$ cat config.mk
export PLATFORM = sky130hd
export DESIGN_NAME = gpr_file_sb
export DESIGN_NICKNAME = d
export VERILOG_FILES = /design/src/rtl/gpr_file_sb_pkg.sv /design/src/rtl/gpr_file_sb_scoreboard.sv /design/src/rtl/gpr_file_sb.sv
export SDC_FILE = /design/constraint.sdc
export NUM_CORES = 2
export LEC_CHECK = 0
export ABC_AREA = 0
export BUFFER_PORTS_ARGS = -buffer_cell sky130_fd_sc_hd__clkbuf_2
export CORE_UTILIZATION = 57
export DETAILED_ROUTE_END_ITERATION = 10
export GPL_TIMING_DRIVEN = 0
export MAX_ROUTING_LAYER = met4
export PLACE_DENSITY = 0.72
export SETUP_SLACK_MARGIN = 0.05
export SYNTH_ARGS = -nofsm -noshare
export SYNTH_HDL_FRONTEND = slang
export SYNTH_SLANG_ARGS = --single-unit
$ cat constraint.sdc
create_clock -name clk_i -period 2.9 [get_ports clk_i]
set_input_delay 0.58 -clock clk_i [delete_from_list [all_inputs] [get_ports clk_i]]
set_output_delay 0.58 -clock clk_i [all_outputs]
set_load 0.01 [all_outputs]
$ cat src/rtl/gpr_file_sb_pkg.sv
// Shared constants, output-stage state encoding and address helpers for the
// integer register file with pending-write scoreboard.
package gpr_file_sb_pkg;

    localparam int XLEN = 32;
    localparam int NREG = 32;
    localparam int AW   = 5;

    typedef enum logic {
        OUT_EMPTY = 1'b0,
        OUT_FULL  = 1'b1
    } out_state_e;

    // True when an enabled port targets the given non-zero register.
    function automatic logic addr_hit(input logic          en,
                                      input logic [AW-1:0] port_addr,
                                      input logic [AW-1:0] reg_addr);
        return en && (port_addr == reg_addr) && (reg_addr != '0);
    endfunction

    // Address is the hardwired zero register.
    function automatic logic is_x0(input logic [AW-1:0] addr);
        return addr == '0;
    endfunction

endpackage

$ cat src/rtl/gpr_file_sb_scoreboard.sv
// Per-register pending bits. A reserve marks a register as awaiting a result,
// a write-back clears it; when both hit the same register in one cycle the
// reserve wins because it belongs to the newer producer. Each source lookup
// reports whether the operand can be read this cycle, counting an in-flight
// write-back as resolving the hazard.
module gpr_file_sb_scoreboard
    import gpr_file_sb_pkg::*;
(
    input  logic          clk_i,
    input  logic          rst_ni,
    input  logic          wb_en_i,
    input  logic [AW-1:0] wb_addr_i,
    input  logic          rsv_en_i,
    input  logic [AW-1:0] rsv_addr_i,
    input  logic [AW-1:0] rs1_i,
    input  logic [AW-1:0] rs2_i,
    output logic          ok1_o,
    output logic          ok2_o
);

    logic [NREG-1:0] pend_q;
    logic [NREG-1:0] pend_d;

    // Next pend vector: clear on write-back, then set on reserve; x0 never pends.
    always_comb begin
        pend_d = pend_q;
        if (wb_en_i) begin
            pend_d[wb_addr_i] = 1'b0;
        end
        if (rsv_en_i) begin
            pend_d[rsv_addr_i] = 1'b1;
        end
        pend_d[0] = 1'b0;
    end

    // Pend register; the same-cycle reserve is invisible to lookups until next cycle.
    always_ff @(posedge clk_i or negedge rst_ni) begin
        if (!rst_ni) begin
            pend_q <= '0;
        end else begin
            pend_q <= pend_d;
        end
    end

    // Source lookups against the registered pend state plus the live write-back.
    always_comb begin
        ok1_o = is_x0(rs1_i) || !pend_q[rs1_i] || addr_hit(wb_en_i, wb_addr_i, rs1_i);
        ok2_o = is_x0(rs2_i) || !pend_q[rs2_i] || addr_hit(wb_en_i, wb_addr_i, rs2_i);
    end

endmodule

$ cat src/rtl/gpr_file_sb.sv
// 32-entry integer register file between issue and execute. One write-back
// port, one operand-read port with valid/ready handshake and a one-deep
// registered output stage. Reads stall while a needed source is pending and
// not being written back this cycle; a same-cycle write-back is bypassed.
//
//  state     | meaning
//  ----------+--------------------------------------------------------------
//  OUT_EMPTY | no operand pair held; a read may fire whenever sources are ok
//  OUT_FULL  | operand pair held on rs*_data_o; stable until out_ready_i
module gpr_file_sb
    import gpr_file_sb_pkg::*;
(
    input  logic            clk_i,
    input  logic            rst_ni,
    input  logic            wb_en_i,
    input  logic [AW-1:0]   wb_addr_i,
    input  logic [XLEN-1:0] wb_data_i,
    input  logic            rsv_en_i,
    input  logic [AW-1:0]   rsv_addr_i,
    input  logic            rd_valid_i,
    output logic            rd_ready_o,
    input  logic [AW-1:0]   rs1_i,
    input  logic [AW-1:0]   rs2_i,
    output logic            out_valid_o,
    input  logic            out_ready_i,
    output logic [XLEN-1:0] rs1_data_o,
    output logic [XLEN-1:0] rs2_data_o
);

    logic [XLEN-1:0] regs_q [NREG];
    logic            ok1;
    logic            ok2;
    logic [XLEN-1:0] rs1_val;
    logic [XLEN-1:0] rs2_val;
    logic            fire;
    out_state_e      state_q;
    logic [XLEN-1:0] rs1_data_q;
    logic [XLEN-1:0] rs2_data_q;

    gpr_file_sb_scoreboard u_scoreboard (
        .clk_i      (clk_i),
        .rst_ni     (rst_ni),
        .wb_en_i    (wb_en_i),
        .wb_addr_i  (wb_addr_i),
        .rsv_en_i   (rsv_en_i),
        .rsv_addr_i (rsv_addr_i),
        .rs1_i      (rs1_i),
        .rs2_i      (rs2_i),
        .ok1_o      (ok1),
        .ok2_o      (ok2)
    );

    // Register array; x0 is never written so it stays at its reset value of zero.
    always_ff @(posedge clk_i or negedge rst_ni) begin
        if (!rst_ni) begin
            for (int i = 0; i < NREG; i++) begin
                regs_q[i] <= '0;
            end
        end else if (wb_en_i && !is_x0(wb_addr_i)) begin
            regs_q[wb_addr_i] <= wb_data_i;
        end
    end

    // Operand muxes: x0 reads zero, a live write-back bypasses the array.
    always_comb begin
        rs1_val = '0;
        rs2_val = '0;
        if (!is_x0(rs1_i)) begin
            rs1_val = addr_hit(wb_en_i, wb_addr_i, rs1_i) ? wb_data_i : regs_q[rs1_i];
        end
        if (!is_x0(rs2_i)) begin
            rs2_val = addr_hit(wb_en_i, wb_addr_i, rs2_i) ? wb_data_i : regs_q[rs2_i];
        end
    end

    // Ready never looks at rd_valid_i, so issue can use it to decide whether to present.
    always_comb begin
        rd_ready_o = ok1 && ok2 && ((state_q == OUT_EMPTY) || out_ready_i);
        fire       = rd_valid_i && rd_ready_o;
    end

    // Output stage: captures the operand pair on fire and holds it until consumed.
    always_ff @(posedge clk_i or negedge rst_ni) begin
        if (!rst_ni) begin
            state_q    <= OUT_EMPTY;
            rs1_data_q <= '0;
            rs2_data_q <= '0;
        end else begin
            case (state_q)
                OUT_EMPTY: begin
                    if (fire) begin
                        state_q    <= OUT_FULL;
                        rs1_data_q <= rs1_val;
                        rs2_data_q <= rs2_val;
                    end
                end
                OUT_FULL: begin
                    if (fire) begin
                        rs1_data_q <= rs1_val;
                        rs2_data_q <= rs2_val;
                    end else if (out_ready_i) begin
                        state_q <= OUT_EMPTY;
                    end
                end
                default: begin
                    state_q <= OUT_EMPTY;
                end
            endcase
        end
    end

    assign out_valid_o = (state_q == OUT_FULL);
    assign rs1_data_o  = rs1_data_q;
    assign rs2_data_o  = rs2_data_q;

endmodule

After elaboration in Yosys (flattened, before gate mapping)
Index checks and enable logic that the tools add are counted.
{"block": "totals", "regBits": 1120, "inputBits": 58, "out_inout_bits": 66}
{"block": "classes", "order_cmp": 10, "n_eq_ne": 2, "n_mux": 29, "bitwise": 7, "reduce_logical": 24}
{"op": "$bwmux W1024", "n": 1}
{"op": "$mux W32", "n": 13}
{"op": "$bmux W32 S5", "n": 2}
{"op": "$demux W32 S5", "n": 1}
{"op": "$and A32 B32 Y32", "n": 1}
{"op": "$not A32 Y32", "n": 1}
{"op": "$or A32 B32 Y32", "n": 1}
{"op": "$lt A5 B6 Y1 const B", "n": 4}
{"op": "$ge A6 B6 Y1 const B", "n": 3}
{"op": "$not A5 Y6", "n": 3}
{"op": "$logic_not A5 Y1", "n": 3}
{"op": "$logic_and A1 B1 Y1", "n": 11}
{"op": "$bmux W1 S5", "n": 2}
{"op": "$demux W1 S5", "n": 2}
{"op": "$eq A5 B5 Y1", "n": 2}
{"op": "$ge A5 B1 Y1 const B", "n": 2}
{"op": "$reduce_bool A5 Y1", "n": 2}
{"op": "$mux W1", "n": 7}
{"op": "$lt A6 B1 Y1 const B", "n": 1}
{"op": "$logic_or A1 B1 Y1", "n": 5}
{"op": "$logic_not A1 Y1", "n": 3}
{"op": "$pmux W1 S2", "n": 1}
{"op": "$not A1 Y1", "n": 1}

Depth between registers and ports, before layout
{"block": "logic_depth", "ltp_word": 10, "ltp_mapped": 11, "ltp_nobuf": 6}

Cells and area by module
From an unflattened synthesis, not the netlist that was laid out.
{"block": "unflattened", "hier_cells": 4525, "area_unflattened_um2": 57357.5}
{"module": "gpr_file_sb", "instances": 1, "cells_per_inst": 4314, "area_per_inst_um2": 55320.6}
{"module": "gpr_file_sb_scoreboard", "instances": 1, "cells_per_inst": 211, "area_per_inst_um2": 2037.0}

Worst setup path before layout
Ideal clock, no wire load.
{"block": "synth_timing", "kind": "input to register", "from": "input rs2_i[0]", "to": "register rs2_data_q[12], in the netlist rs2_data_o[12]", "setup_ns": 0.127, "arrival_ns": 2.896, "required_ns": 2.773, "path_slack_ns": -0.124, "stages": 11, "n_path_buf": 6, "path_cell_list": "buf_2 -> buf_4 -> buf_2 -> buf_2 -> buf_2 -> buf_2 -> mux2i_1 -> a211oi_1 -> nor4b_1 -> nor2_1 -> mux2_1"}
{"block": "synth_via", "elab_chain_cells": 8, "elab_cells_between_ends": 20, "classes_between": "1 x eq/ne; 8 x mux; 1 x bitwise; 10 x reduce/logical"}
{"element": "start, declared", "line": "gpr_file_sb.sv:23", "text": "input logic [AW-1:0] rs2_i,"}
{"element": "parallel branches: the longest is 8 deep, another holds $bmux W32 S5"}
{"element": "end signal, assigned", "line": "gpr_file_sb.sv:94", "text": "rs2_data_q <= rs2_val;"}
{"element": "end signal, assigned", "line": "gpr_file_sb.sv:100", "text": "rs2_data_q <= rs2_val;"}
{"element": "end, declared", "line": "gpr_file_sb.sv:38", "text": "logic [XLEN-1:0] rs2_data_q;"}
Parallel ways; which one is timed is not known. The select of a mux whose other input is x is not followed.
A chain may end at the register's enable or synchronous reset.

Worst setup path in the final report
{"block": "layout_timing", "from": "register u_scoreboard.pend_q[30]", "to": "output rd_ready_o"}
{"block": "layout_via", "elab_chain_cells": 7, "elab_cells_between_ends": 12, "classes_between": "4 x mux; 8 x reduce/logical"}
{"element": "start, declared", "line": "gpr_file_sb_scoreboard.sv:21", "text": "logic [NREG-1:0] pend_q;"}
{"element": "start signal, assigned", "line": "gpr_file_sb_scoreboard.sv:41", "text": "pend_q <= pend_d;"}
{"element": "$bmux W1 S5, on equally long branches", "line": "gpr_file_sb_scoreboard.sv:47, gpr_file_sb_scoreboard.sv:48"}
{"element": "$mux W1, on equally long branches", "line": "gpr_file_sb_scoreboard.sv:47, gpr_file_sb_scoreboard.sv:48"}
{"element": "$logic_not A1 Y1, on equally long branches", "line": "gpr_file_sb_scoreboard.sv:47, gpr_file_sb_scoreboard.sv:48"}
{"element": "$logic_or A1 B1 Y1, on equally long branches (2 in a row)", "line": "gpr_file_sb_scoreboard.sv:47, gpr_file_sb_scoreboard.sv:48"}
{"element": "$logic_and A1 B1 Y1 * (2 in a row)", "line": "gpr_file_sb.sv:78", "text": "rd_ready_o = ok1 && ok2 && ((state_q == OUT_EMPTY) || out_ready_i);"}
{"element": "end, declared", "line": "gpr_file_sb.sv:21", "text": "output logic rd_ready_o,"}
Mark *: on every way between the ends. The rest lies on a longest branch, timed or not. The select of a mux whose other input is x is not followed.

==> impl_metrics.json <==
{
  "placeableCoreArea_sq_um": 102000,
  "worst_pin_slew_ps": 1270,
  "clk_latency_worst_skew_pair_ps": 740,
  "final_design_area_no_fill_sq_um": 67300,
  "synth_edf_count": 0,
  "hold_violations": 0,
  "timing.hold.ws_ps": 143,
  "fraction_of_final_layout_cells_with_drive_strength_greater_than_1_pct": 46.8,
  "cts-root-to-sink-buffers": 3,
  "gp_congestion": 1.02,
  "synth_cell_types": 58,
  "p_comb_share_pct": 23.1,
  "drcViolationCount": 0,
  "period_minus_slack_ps": 3370,
  "end_kind": "primary output",
  "cts_buffers": 118,
  "clkTransAtPathRegs_ps": 70,
  "violations": "setup timing",
  "timing.rr.end": "rs1_data_o[7]",
  "cellInternalPower_w": 0.0343,
  "syn_avg_cell_area_sq_um": 14.3,
  "r2r_start": "u_scoreboard.pend_q[29]",
  "pin_count_of_the_biggest_net_entering_global_routing": 113,
  "worst-endpoint-arrival_ps": 2790,
  "synthesis.area_sq_um": 59200,
  "grt_overflow": 0,
  "first_global_vias": 41200,
  "seq_power_share_pct": 43.8,
  "switching_share_pct": 29.7,
  "path_cells": "mux4_2 > a32oi_1 > o211ai_1 > o2111a_2 > a31o_4 > clkbuf_16 > nor2_4 > buf_6",
  "tritoncts_clock_tree": "done",
  "syn-instance-count": 4141,
  "finalClockSkew_ps": 23.8,
  "finalCritPeriodShare_pct": 116,
  "wire_per_inst_um": 39.3,
  "total_i_o_pin_count": 124,
  "critPathMaxStageDelay_ps": 460,
  "critical_path_slowest_stage_cell": "sky130_fd_sc_hd__mux4_2",
  "timing.critical_path.required_ps": 2320,
  "die_height_um": 324,
  "initial_utilization_pct": 57.8,
  "netSwitchingPower_w": 0.0145,
  "critPathLaunchType": "flip-flop",
  "cts_htree_levels": 3,
  "finish.utilization_pct": 65.8,
  "hold-path-cell-count": 3,
  "hold_start": "rd_valid_i",
  "power.total_w": 0.0488,
  "cts_num_sinks": 1120,
  "dr_total_vias": 42600,
  "syn2layout_area_growth_pct": 13.8,
  "achievable_frequency_mhz": 296,
  "postLayoutSetupSlackWorst_ps": -474,
  "dp.final_hpwl_mm": 165,
  "setup.worst_path.class": "reg2out",
  "design.final.nets": 4469,
  "viasPerCell": 7.24,
  "ff2ff_setup_slack_ps": -10,
  "ys_async_sr_fraction_pct": 100,
  "drv_cap": 0,
  "dpl.cell_count": 5634,
  "power.ir.vdd_worst_mv": 0.887,
  "floorplan.die_area_sq_um": 105000,
  "initialDrtViolationCount": 5765,
  "cts.root.buffer_cell": "sky130_fd_sc_hd__clkbuf_16",
  "min_path_type": "in2reg",
  "number_of_cell_instances_on_the_worst_register_to_register_path": 8,
  "leakagePower_nw": 29.5,
  "ys_warn_count": 0,
  "ant_nets": 0,
  "grt_first_pass_wirelength_mm": 319,
  "critPathMaxFanout": 3,
  "run_status": "finished with violations",
  "final_cells": 5882,
  "detailedRoute.firstPassIterationCount": 8,
  "relSlewSlack_pct": 15.0,
  "power_frac_clock_pct": 33.1,
  "dpl-instance-area_sq_um": 61800,
  "dieWidth_um": 324,
  "power.density_cell_area_nw_per_um2": 724,
  "place.port_buffers": 112,
  "syn-num-nets": 4199,
  "min_to": "out_valid_o",
  "postRouteWirelength_mm": 231,
  "rows": 117,
  "grt_util_all_layers_pct": 45.8,
  "grt_setup_unrepaired": "yes",
  "yosys_register_bits": 1120,
  "synth_seq_area_share_pct": 47.4,
  "finalSetupViolations": 91,
  "grt_antenna_before_repair": 15,
  "most_frequently_used_flop_master_after_synthesis": "sky130_fd_sc_hd__dfrtp_1",
  "slew_viol_final": 0,
  "nFillCells": 7505
}
[what timing repair did]
action                                 CTS  global route
endpoints found under the hold margin   67             0
buffers inserted                        14             5
hold buffers                             2             0
pin swaps                               13             9
setup endpoints to repair               75           477
gates cloned                             0             4
resized for setup                      300            99
[final cells by class]
cell class / count / area, sq um / share of cell area, %
Antenna cell: 13 / 32.5 / 0.0483
Buffer: 452 / 2520 / 3.74
Clock buffer: 169 / 3510 / 5.21
Clock inverter: 41 / 551 / 0.818
Inverter: 38 / 146 / 0.217
Multi-Input combinational cell: 2531 / 29600 / 44.0
Sequential cell: 1120 / 28000 / 41.6
Tap cell: 1368 / 1710 / 2.54
Timing Repair Buffer: 150 / 1210 / 1.80
[layout by cell type, fill, tap and decap left out, types with 25 or more instances in the layout]
| master | synthesis | layout |
|---|---|---|
| sky130_fd_sc_hd__a22o_1 | 46 | 46 |
| sky130_fd_sc_hd__a22oi_1 | 46 | 46 |
| sky130_fd_sc_hd__buf_1 | 52 | 32 |
| sky130_fd_sc_hd__buf_4 | 14 | 57 |
| sky130_fd_sc_hd__buf_6 | 7 | 25 |
| sky130_fd_sc_hd__clkbuf_1 | 317 | 257 |
| sky130_fd_sc_hd__clkbuf_16 | 0 | 126 |
| sky130_fd_sc_hd__clkbuf_2 | 0 | 160 |
| sky130_fd_sc_hd__clkbuf_8 | 0 | 33 |
| sky130_fd_sc_hd__dfrtp_1 | 1120 | 1120 |
| sky130_fd_sc_hd__inv_1 | 38 | 36 |
| sky130_fd_sc_hd__mux2_2 | 1053 | 1052 |
| sky130_fd_sc_hd__mux2i_1 | 301 | 293 |
| sky130_fd_sc_hd__mux4_2 | 413 | 414 |
| sky130_fd_sc_hd__nand2_1 | 36 | 32 |
| sky130_fd_sc_hd__nor2_1 | 127 | 110 |
| sky130_fd_sc_hd__nor3_1 | 29 | 29 |
| sky130_fd_sc_hd__o21ai_0 | 113 | 94 |
| sky130_fd_sc_hd__o22ai_1 | 76 | 74 |
[stage by stage]
step	worst slack, ps	TNS, ps
after floorplan	50.5	0
after global placement	-26590	-
after detailed placement	-2450	-477270
after CTS	-463	-20930
after global routing	-466	-3990
final	-474	-5200
[Yosys cell counts, types with 28 or more instances]
| library cell | number | share of area (%) |
|---|---|---|
| sky130_fd_sc_hd__dfrtp_1 | 1120 | 47 |
| sky130_fd_sc_hd__mux2_2 | 1053 | 20 |
| sky130_fd_sc_hd__mux4_2 | 413 | 16 |
| sky130_fd_sc_hd__clkbuf_1 | 317 | 2.0 |
| sky130_fd_sc_hd__mux2i_1 | 301 | 5.1 |
| sky130_fd_sc_hd__nor2_1 | 127 | 0.81 |
| sky130_fd_sc_hd__o21ai_0 | 113 | 0.96 |
| sky130_fd_sc_hd__o22ai_1 | 76 | 0.80 |
| sky130_fd_sc_hd__buf_2 | 62 | 0.52 |
| sky130_fd_sc_hd__buf_1 | 52 | 0.33 |
| sky130_fd_sc_hd__a22o_1 | 46 | 0.68 |
| sky130_fd_sc_hd__a22oi_1 | 46 | 0.58 |
| sky130_fd_sc_hd__inv_1 | 38 | 0.24 |
| sky130_fd_sc_hd__nand2_1 | 36 | 0.23 |
| sky130_fd_sc_hd__a211oi_1 | 34 | 0.43 |
| sky130_fd_sc_hd__nor4b_1 | 32 | 0.47 |
| sky130_fd_sc_hd__nor3_1 | 29 | 0.25 |
| sky130_fd_sc_hd__a21oi_1 | 28 | 0.24 |
[worst max-delay path by stage]
| stage | start | to |
|---|---|---|
| after floorplan | rs1_i[0] | rs1_data_o[0] |
| after global placement | rst_ni | regs_q[144] |
| after detailed placement | rs1_i[2] | rs1_data_o[11] |
| after CTS | u_scoreboard.pend_q[29] | rd_ready_o |
| after global routing | u_scoreboard.pend_q[26] | rd_ready_o |
| final | u_scoreboard.pend_q[30] | rd_ready_o |
[cells by family after synthesis]
kind of cell           share of synthesized area (%)
buffers and inverters                           3.42
AND/OR/NAND/NOR                                 2.45
flip-flops                                      47.4
XOR/XNOR                                       0.148
AO/OA/AOI/OAI                                   5.22
multiplexers                                    41.4
[power by group through the flow]
stage | clock [W] | sequential [W] | combinational (W)
2_1_floorplan | 0 | 0.0208 | 0.00712
3_3_place_gp | 0 | 0.0213 | 0.0103
3_5_place_dp | 0 | 0.0214 | 0.0106
4_1_cts | 0.0161 | 0.0212 | 0.0109
5_1_grt | 0.0167 | 0.0217 | 0.0117
6_report | 0.0161 | 0.0213 | 0.0113
[registers in the layout (all words and copies together) (netlist names)]
| name | count |
|---|---|
| regs_q | 1024 |
| rs1_data_o | 32 |
| rs2_data_o | 32 |
| u_scoreboard.pend_q | 31 |
| out_valid_o | 1 |
[worst max-delay path: cells and delay by family, from the launching register on]
family,cells,cell delay (ps)
flops,1,420
buf+inv,2,280
simple gates,1,80
mux,1,460
compound gates,4,820
[metal layers]
metal,global-route usage [%],vias up,wire [um]
li1,-,16400,-
met1,61.1,22600,90400
met2,61.3,2909,96800
met3,17.1,616,30800
met4,22.8,0,13500
met5,-,-,0
Power figures use the tool's default switching activity.
